==> config.mk <==
export PLATFORM = sky130hd
export DESIGN_NAME = registro_desplazante_n
export DESIGN_NICKNAME = d
export VERILOG_FILES = /design/src/rtl/registro_pkg.sv /design/src/rtl/desplazador_paso.sv /design/src/rtl/registro_desplazante_n.sv
export SDC_FILE = /design/constraint.sdc
export NUM_CORES = 1
export LEC_CHECK = 0
export BUFFER_PORTS_ARGS = -buffer_cell sky130_fd_sc_hd__clkbuf_2
export CAP_MARGIN = 10
export CORE_ASPECT_RATIO = 1.5
export CORE_MARGIN = 5
export CORE_UTILIZATION = 35
export DETAILED_ROUTE_END_ITERATION = 8
export GPL_TIMING_DRIVEN = 0
export PLACE_DENSITY_LB_ADDON = 0.08
export SLEW_MARGIN = 20
export SYNTH_ARGS = -nofsm -noshare
export SYNTH_HDL_FRONTEND = slang
export SYNTH_HIERARCHICAL = 1
export SYNTH_SLANG_ARGS = --single-unit
export TNS_END_PERCENT = 20
==> constraint.sdc <==
create_clock -name clk -period 6.2 [get_ports clk]
set_clock_uncertainty 0.2 [all_clocks]
set_input_delay 0.62 -clock clk [delete_from_list [all_inputs] [get_ports clk]]
set_output_delay 0.62 -clock clk [all_outputs]
set_load 0.02 [all_outputs]
==> src/rtl/registro_pkg.sv <==
// Shared constants and state type for the N-bit universal shift register.
package registro_pkg;

    localparam logic [1:0] MODO_SERIE = 2'b00;
    localparam logic [1:0] MODO_ROT   = 2'b01;
    localparam logic [1:0] MODO_CARGA = 2'b10;
    localparam logic [1:0] MODO_HOLD  = 2'b11;

    localparam logic DIR_IZQ = 1'b0;
    localparam logic DIR_DER = 1'b1;

    typedef enum logic {
        IDLE = 1'b0,
        RUN  = 1'b1
    } estado_t;

endpackage

==> src/rtl/desplazador_paso.sv <==
// One combinational step of the register: serial shift, rotate, load or hold.
// Shared by direct mode and burst mode so both produce identical results.
module desplazador_paso
    import registro_pkg::*;
#(
    parameter int unsigned WIDTH = 8
) (
    input  logic [WIDTH-1:0] i_q,
    input  logic [1:0]       i_modo,
    input  logic             i_dir,
    input  logic             i_s_in,
    input  logic [WIDTH-1:0] i_d,
    output logic [WIDTH-1:0] o_next_q,
    output logic             o_out_bit
);

    logic w_in_bit;

    // Outgoing bit depends only on direction; rotate feeds it back in.
    always_comb begin
        o_out_bit = (i_dir == DIR_DER) ? i_q[0] : i_q[WIDTH-1];
        w_in_bit  = (i_modo == MODO_ROT) ? o_out_bit : i_s_in;
        o_next_q  = i_q;
        unique case (i_modo)
            MODO_SERIE, MODO_ROT: begin
                if (i_dir == DIR_DER) begin
                    o_next_q = {w_in_bit, i_q[WIDTH-1:1]};
                end else begin
                    o_next_q = {i_q[WIDTH-2:0], w_in_bit};
                end
            end
            MODO_CARGA: o_next_q = i_d;
            default:    o_next_q = i_q;
        endcase
    end

endmodule

==> src/rtl/registro_desplazante_n.sv <==
// WIDTH-bit universal shift register with a burst sequencer that repeats a
// shift or rotation a programmed number of times and flags busy/done.
module registro_desplazante_n
    import registro_pkg::*;
#(
    parameter int unsigned WIDTH = 8,
    parameter int unsigned CNT_W = $clog2(WIDTH) + 1
) (
    input  logic             clk,
    input  logic             rst_n,
    input  logic             enb,
    input  logic             dir,
    input  logic             s_in,
    input  logic [1:0]       modo,
    input  logic [WIDTH-1:0] d,
    input  logic             start,
    input  logic [CNT_W-1:0] cuenta,
    output logic [WIDTH-1:0] q,
    output logic             s_out,
    output logic             busy,
    output logic             done
);

    estado_t          r_estado, w_estado_nxt;
    logic [CNT_W-1:0] r_cnt, w_cnt_nxt;
    logic [1:0]       r_modo, w_modo_nxt;
    logic             r_dir, w_dir_nxt;
    logic [WIDTH-1:0] r_q, w_q_nxt;
    logic             r_s_out, w_s_out_nxt;
    logic             r_busy;
    logic             r_done, w_done_nxt;

    logic             w_start_ok;
    logic [1:0]       w_modo_paso;
    logic             w_dir_paso;
    logic [WIDTH-1:0] w_paso_q;
    logic             w_paso_bit;

    // Burst controls come from the latched copy while running.
    assign w_modo_paso = (r_estado == RUN) ? r_modo : modo;
    assign w_dir_paso  = (r_estado == RUN) ? r_dir  : dir;
    assign w_start_ok  = (r_estado == IDLE) && start &&
                         ((modo == MODO_SERIE) || (modo == MODO_ROT));

    desplazador_paso #(.WIDTH(WIDTH)) u_paso (
        .i_q       (r_q),
        .i_modo    (w_modo_paso),
        .i_dir     (w_dir_paso),
        .i_s_in    (s_in),
        .i_d       (d),
        .o_next_q  (w_paso_q),
        .o_out_bit (w_paso_bit)
    );

    // State and datapath registers.
    always_ff @(posedge clk or negedge rst_n) begin
        if (!rst_n) begin
            r_estado <= IDLE;
            r_cnt    <= '0;
            r_modo   <= MODO_SERIE;
            r_dir    <= DIR_IZQ;
            r_q      <= '0;
            r_s_out  <= 1'b0;
            r_busy   <= 1'b0;
            r_done   <= 1'b0;
        end else begin
            r_estado <= w_estado_nxt;
            r_cnt    <= w_cnt_nxt;
            r_modo   <= w_modo_nxt;
            r_dir    <= w_dir_nxt;
            r_q      <= w_q_nxt;
            r_s_out  <= w_s_out_nxt;
            r_busy   <= (w_estado_nxt == RUN);
            r_done   <= w_done_nxt;
        end
    end

    // Next-state: direct operation or burst acceptance in IDLE, stepping in RUN.
    always_comb begin
        w_estado_nxt = r_estado;
        w_cnt_nxt    = r_cnt;
        w_modo_nxt   = r_modo;
        w_dir_nxt    = r_dir;
        w_q_nxt      = r_q;
        w_s_out_nxt  = r_s_out;
        w_done_nxt   = 1'b0;
        unique case (r_estado)
            IDLE: begin
                if (w_start_ok) begin
                    w_modo_nxt = modo;
                    w_dir_nxt  = dir;
                    w_cnt_nxt  = cuenta;
                    if (cuenta == '0) begin
                        w_done_nxt = 1'b1;
                    end else begin
                        w_estado_nxt = RUN;
                    end
                end else if (enb) begin
                    w_q_nxt = w_paso_q;
                    if ((modo == MODO_SERIE) || (modo == MODO_ROT)) begin
                        w_s_out_nxt = w_paso_bit;
                    end
                end
            end
            RUN: begin
                if (enb) begin
                    w_q_nxt     = w_paso_q;
                    w_s_out_nxt = w_paso_bit;
                    w_cnt_nxt   = r_cnt - CNT_W'(1);
                    if (r_cnt == CNT_W'(1)) begin
                        w_estado_nxt = IDLE;
                        w_done_nxt   = 1'b1;
                    end
                end
            end
            default: w_estado_nxt = IDLE;
        endcase
    end

    assign q     = r_q;
    assign s_out = r_s_out;
    assign busy  = r_busy;
    assign done  = r_done;

endmodule

Word level (Yosys, flattened, before mapping)
Cells that the tools add are included.
{"block": "totals", "out_inout_bits": 11, "elab_cells": 55, "input_bits": 20, "regBits": 18}
{"block": "op_classes", "add_sub_neg": 1, "n_reduce_logical": 10, "mux": 27, "eq_ne": 9, "n_bitwise": 1}
{"op": "8-bit one-hot mux with 2 select lines", "count": 2}
{"op": "8-bit two-way mux", "count": 3}
{"op": "1-bit two-way mux", "count": 15}
{"op": "4-bit two-way mux", "count": 2}
{"op": "2-bit inequality test, second input constant", "count": 4}
{"op": "4-bit one-hot mux with 2 select lines", "count": 1}
{"op": "1-bit one-hot mux with 2 select lines", "count": 3}
{"op": "2-bit by 1-bit equality test with 1-bit output, second input constant", "count": 2}
{"op": "4-bit by 1-bit equality test with 1-bit output, second input constant", "count": 1}
{"op": "2-bit logical NOT", "count": 2}
{"op": "4-bit logical NOT", "count": 1}
{"op": "2-bit AND reduction", "count": 2}
{"op": "4-bit AND reduction", "count": 1}
{"op": "4-bit by 1-bit subtractor with 4-bit output, second input constant", "count": 1}
{"op": "2-bit equality test, second input constant", "count": 1}
{"op": "1-bit logical AND", "count": 2}
{"op": "2-bit two-way mux", "count": 1}
{"op": "2-bit by 1-bit inequality test with 1-bit output, second input constant", "count": 1}
{"op": "2-bit OR reduction", "count": 1}
{"op": "1-bit logical OR", "count": 1}
{"op": "1-bit NOT", "count": 1}

Depth between registers and ports, before layout
{"block": "depth", "depth_word": 8, "ltp_mapped": 8, "mapped_depth_nobuf": 5}

Hierarchy
Netlist, hierarchy kept.
{"module": "registro_desplazante_n", "cells_each": 69, "area_each_um2": 915.9, "instances": 1, "seq_area_each_um2": 450.4}
{"module": "desplazador_paso", "cells_each": 41, "area_each_um2": 296.5, "instances": 1, "seq_area_each_um2": 0.0}

Worst setup path after synthesis
No wires, ideal clock.
{"block": "synth_timing", "kind": "register -> register", "from": "register, netlist name busy", "to": "register r_q[7] (netlist: q[7])", "slack_ps": 4094, "required_time_ps": 5875, "setup_ps": 125, "synth_period_minus_slack_ps": 2106, "t_arrival_ps": 1781, "path_stages_with_launch": 8, "path_buffers": 2, "cell_sequence": "dfrtp_1 > buf_2 > mux2_2 > buf_6 > mux2i_1 > a21oi_1 > o21a_1 > mux2_4"}
{"element": "end signal: assignment", "line_no": "registro_desplazante_n.sv:71", "rtl": "r_q <= w_q_nxt;"}
{"element": "end: declaration", "line_no": "registro_desplazante_n.sv:28", "rtl": "logic [WIDTH-1:0] r_q, w_q_nxt;"}

==> impl_summary.txt <==
----------------------------------------------------
[Run status]
  Outcome ... finished, final reports clean

[Logic synthesis]
  Gate Count Post-Synth ... 110
  Sequential share of the synthesized area ... 0.3715
  Proportion of synthesized flip-flops having asynchronous set or reset ... 1.000
  Simple-gate portion of the synthesized area ... 0.1362
  Synthesized-area fraction occupied by ao, oa, aoi and oai cells ... 0.1104
  Post-Syn Area ... 1212 µm²
  Main synth FF type ... sky130_fd_sc_hd__dfrtp_1
  Synth Area in Adders ... 0.02064
  Total of warnings raised by yosys ... 6
  Multiplexer share of the synthesized area ... 0.2931
  Flip-flop and latch count after synthesis ... 18
  Xor/xnor share of the synthesized area ... 0.01445
  Dominant combinational cell family by area after synthesis ... multiplexers
  Net Count, Synth ... 132
  Post-synth EDFFs ... 0
  Mapped Avg Cell Area ... around 11 µm²
  Cell variety after synth ... 29

[Floorplan]
  Die area ... 4765 µm²
  Total I/O pin count ... 31
  Die span in x ... 58.06 µm
  Starting density of the core ... 0.3584
  Die Span Y ... 82.09 µm
  Core region area ... roughly 3400 µm²
  Cell row count ... 26

[Routing]
  Per-cell via count in the routed design ... 5.027
  Post-detailed-route count of antenna-violating nets ... 0
  DRC ... 0
  Via count ... 930
  Overall routed net length ... 2.756 mm
  DRC marker count from the first detailed-route iteration ... 18
  Number of iterations in the first detailed-routing pass ... 4
  Mean routed wirelength per cell ... 14.90 µm

[Clock network]
  Total clock buffers created by CTS ... 3
  Cell at the root of the clock tree ... sky130_fd_sc_hd__clkbuf_8
  CTS sink count ... 18
  Bufs on Longest Clock Path ... 2
  Count of hold buffers inserted by post-cts repair ... 0
  H-tree levels ... 1
  Cts repair resizes ... 0
  Count of buffers added by post-CTS timing repair for setup ... 0
  Clk Latency, worst-skew pair ... 0.25 ns
  Clock tree from TritonCTS ... yes
  CTS clk-pin slew, worst paths ... 0.07 ns

[Final layout]
  Final cell count without fillers ... 185
  Number of antenna repair diodes ... 0
  Commonest non-fill, non-tap cell in the layout ... sky130_fd_sc_hd__clkbuf_2
  Area growth from synthesis to final layout ... 20.85%
  Final Net Count ... 166
  Finished Core Util ... 0.4331
  Commonest non-fill, non-tap cells in the layout ... sky130_fd_sc_hd__clkbuf_2 (30), sky130_fd_sc_hd__dfrtp_1 (18), sky130_fd_sc_hd__mux2i_1 (16)
  Share of final-layout standard cells stronger than drive strength 1 ... 0.3846

[Timing]
  Slew at the pin with the worst max-slew slack ... 0.4928 ns
  Setup violators final ... 0
  Final cycle utilization of the critical path ... 0.3422
  Achievable Freq ... 471.3 MHz
  Setup total negative slack ... 0 ns
  Unrepaired setup endpoints after global routing ... no
  Remaining max-slew budget at the tightest pin ... 0.6714
  Number of hold violations in the final report ... 0
  Min Clock Period, post-route ... 2.122 ns
  Final max-slew violation count ... 0
  Post-Route Hold Slack ... 0.1159 ns

[Critical path]
  R2r worst-path depth ... 6
  Startpoint-to-endpoint class of the critical path ... reg -> reg
  Highest net fanout along the worst path ... 10
  Arrival time of the worst setup path ... about 2.1 ns
  WP data required ... 6.14 ns
  Critical Path End Type ... flop
  Startpoint class of the critical path ... flop

[Placed design]
  Final RePlAce weighted congestion ... 0.7414
  Count of port buffers added during placement ... 29
  Placed Cells incl. Taps ... 181
  Post-DP HPWL ... 2.116 mm

[Global routing]
  Global Route Usage Sum ... 0.1308
  First-pass GRT wire length ... 4.836 mm
  Number of antenna violations at the first check in global routing ... 0
  Maximum number of pins on one net before global-route repair ... 19
  Via count of the first global-routing pass ... about 1,000
  Remaining Overflow, GRT ... 0

[Hold path]
  Class of the worst hold path ... in -> async

[Power and ir drop]
  Largest voltage drop on the vdd net ... 0.1908 mV
  Overall power ... between 0.7 and 0.8 mW
  LEAKAGE ... 0.7276 nW
  PD cells ... 516.6 nW/µm²

[Run]
  Reported max-cap violation count ... 0

----------------------------------------------------
[worst paths after layout]
path | end | from | slack, ns
min reg2reg | r_modo[1]$_DFFE_PN0P_ | r_modo[1]$_DFFE_PN0P_ | 0.29
min | q[2]$_DFFE_PN0P_ | rst_n | 0.12
max | q[4]$_DFFE_PN0P_ | busy$_DFF_PN0_ | 4.08
max reg2reg | q[4]$_DFFE_PN0P_ | busy$_DFF_PN0_ | 4.08
max in group asynchronous | q[7]$_DFFE_PN0P_ | rst_n | 5.35
min in group clk | r_modo[1]$_DFFE_PN0P_ | r_modo[1]$_DFFE_PN0P_ | 0.29
[critical path, stage by stage, from the launching register on]
cell                       delay (ns)
sky130_fd_sc_hd__dfrtp_1         0.37
sky130_fd_sc_hd__buf_2           0.23
sky130_fd_sc_hd__mux2_2          0.44
sky130_fd_sc_hd__buf_6           0.17
sky130_fd_sc_hd__a211oi_1        0.27
sky130_fd_sc_hd__a21oi_1         0.07
sky130_fd_sc_hd__mux2_4          0.27
[cell families (layout without fill, tap and decap cells)]
family          after synthesis  in the layout
mux                          30             30
simple gates                 26             26
flops                        18             18
compound gates               22             22
fa+ha+maj                     2              2
buf+inv                      10             43
xor+xnor                      2              2
[per-layer routing]
metal,GRT usage,vias to the layer above,wire length [µm]
met5,0,-,0
met4,0.04640,0,19
met2,0.2421,19,1527
met3,0.02358,2,117
li1,-,460,-
met1,0.1472,449,1092
[through the flow]
stage / setup WS (ns) / instance area (µm²)
after floorplan: 4.094 / 1212
after global placement: 4.071 / 1410
after detailed placement: 4.043 / 1410
after CTS: 4.062 / 1465
after global routing: 3.943 / 1465
final: 4.078 / 1465
[report_power, final]
part	total, mW	leakage (nW)	internal [mW]	switching [mW]
sequential	0.235	0.215	0.173	0.0624
combinational	0.424	0.484	0.220	0.203
clock	0.0981	0.0288	0.0564	0.0417
total	0.757	0.728	0.449	0.307
[cells in the mapped netlist, types with 2 or more instances]
| master | count | area, µm² |
|---|---|---|
| sky130_fd_sc_hd__mux2_4 | 10 | 150.1 |
| sky130_fd_sc_hd__ha_1 | 2 | 25.02 |
| sky130_fd_sc_hd__inv_1 | 3 | 11.26 |
| sky130_fd_sc_hd__mux2i_1 | 16 | 160.2 |
| sky130_fd_sc_hd__nand2b_1 | 2 | 12.51 |
| sky130_fd_sc_hd__o21ai_1 | 3 | 15.01 |
| sky130_fd_sc_hd__dfrtp_1 | 18 | 450.4 |
| sky130_fd_sc_hd__buf_6 | 3 | 33.78 |
| sky130_fd_sc_hd__a21oi_1 | 9 | 45.04 |
| sky130_fd_sc_hd__mux2_2 | 3 | 33.78 |
| sky130_fd_sc_hd__nand2_1 | 8 | 30.03 |
| sky130_fd_sc_hd__a211oi_1 | 6 | 45.04 |
| sky130_fd_sc_hd__nor2b_1 | 6 | 37.54 |
| sky130_fd_sc_hd__nand3_1 | 2 | 10.01 |
| sky130_fd_sc_hd__o21a_1 | 2 | 15.01 |
| sky130_fd_sc_hd__nor2_1 | 2 | 7.510 |
| sky130_fd_sc_hd__buf_2 | 3 | 15.01 |
[final cells by class]
cell class	instances	area, µm²
fill	366	1918
clock buffer	4	55.05
timing repair buffer	29	145.1
inverter	3	11.26
multi-input combinational	82	696.9
buffer	7	53.80
sequential	18	450.4
tap	42	52.55
[registers in the layout, summed over array words and instances (netlist names)]
| name | count |
|---|---|
| s_out | 1 |
| r_dir | 1 |
| busy | 1 |
| done | 1 |
| q | 8 |
| r_cnt | 4 |
| r_modo | 2 |
No activity file was read; power rests on OpenSTA's default activity.
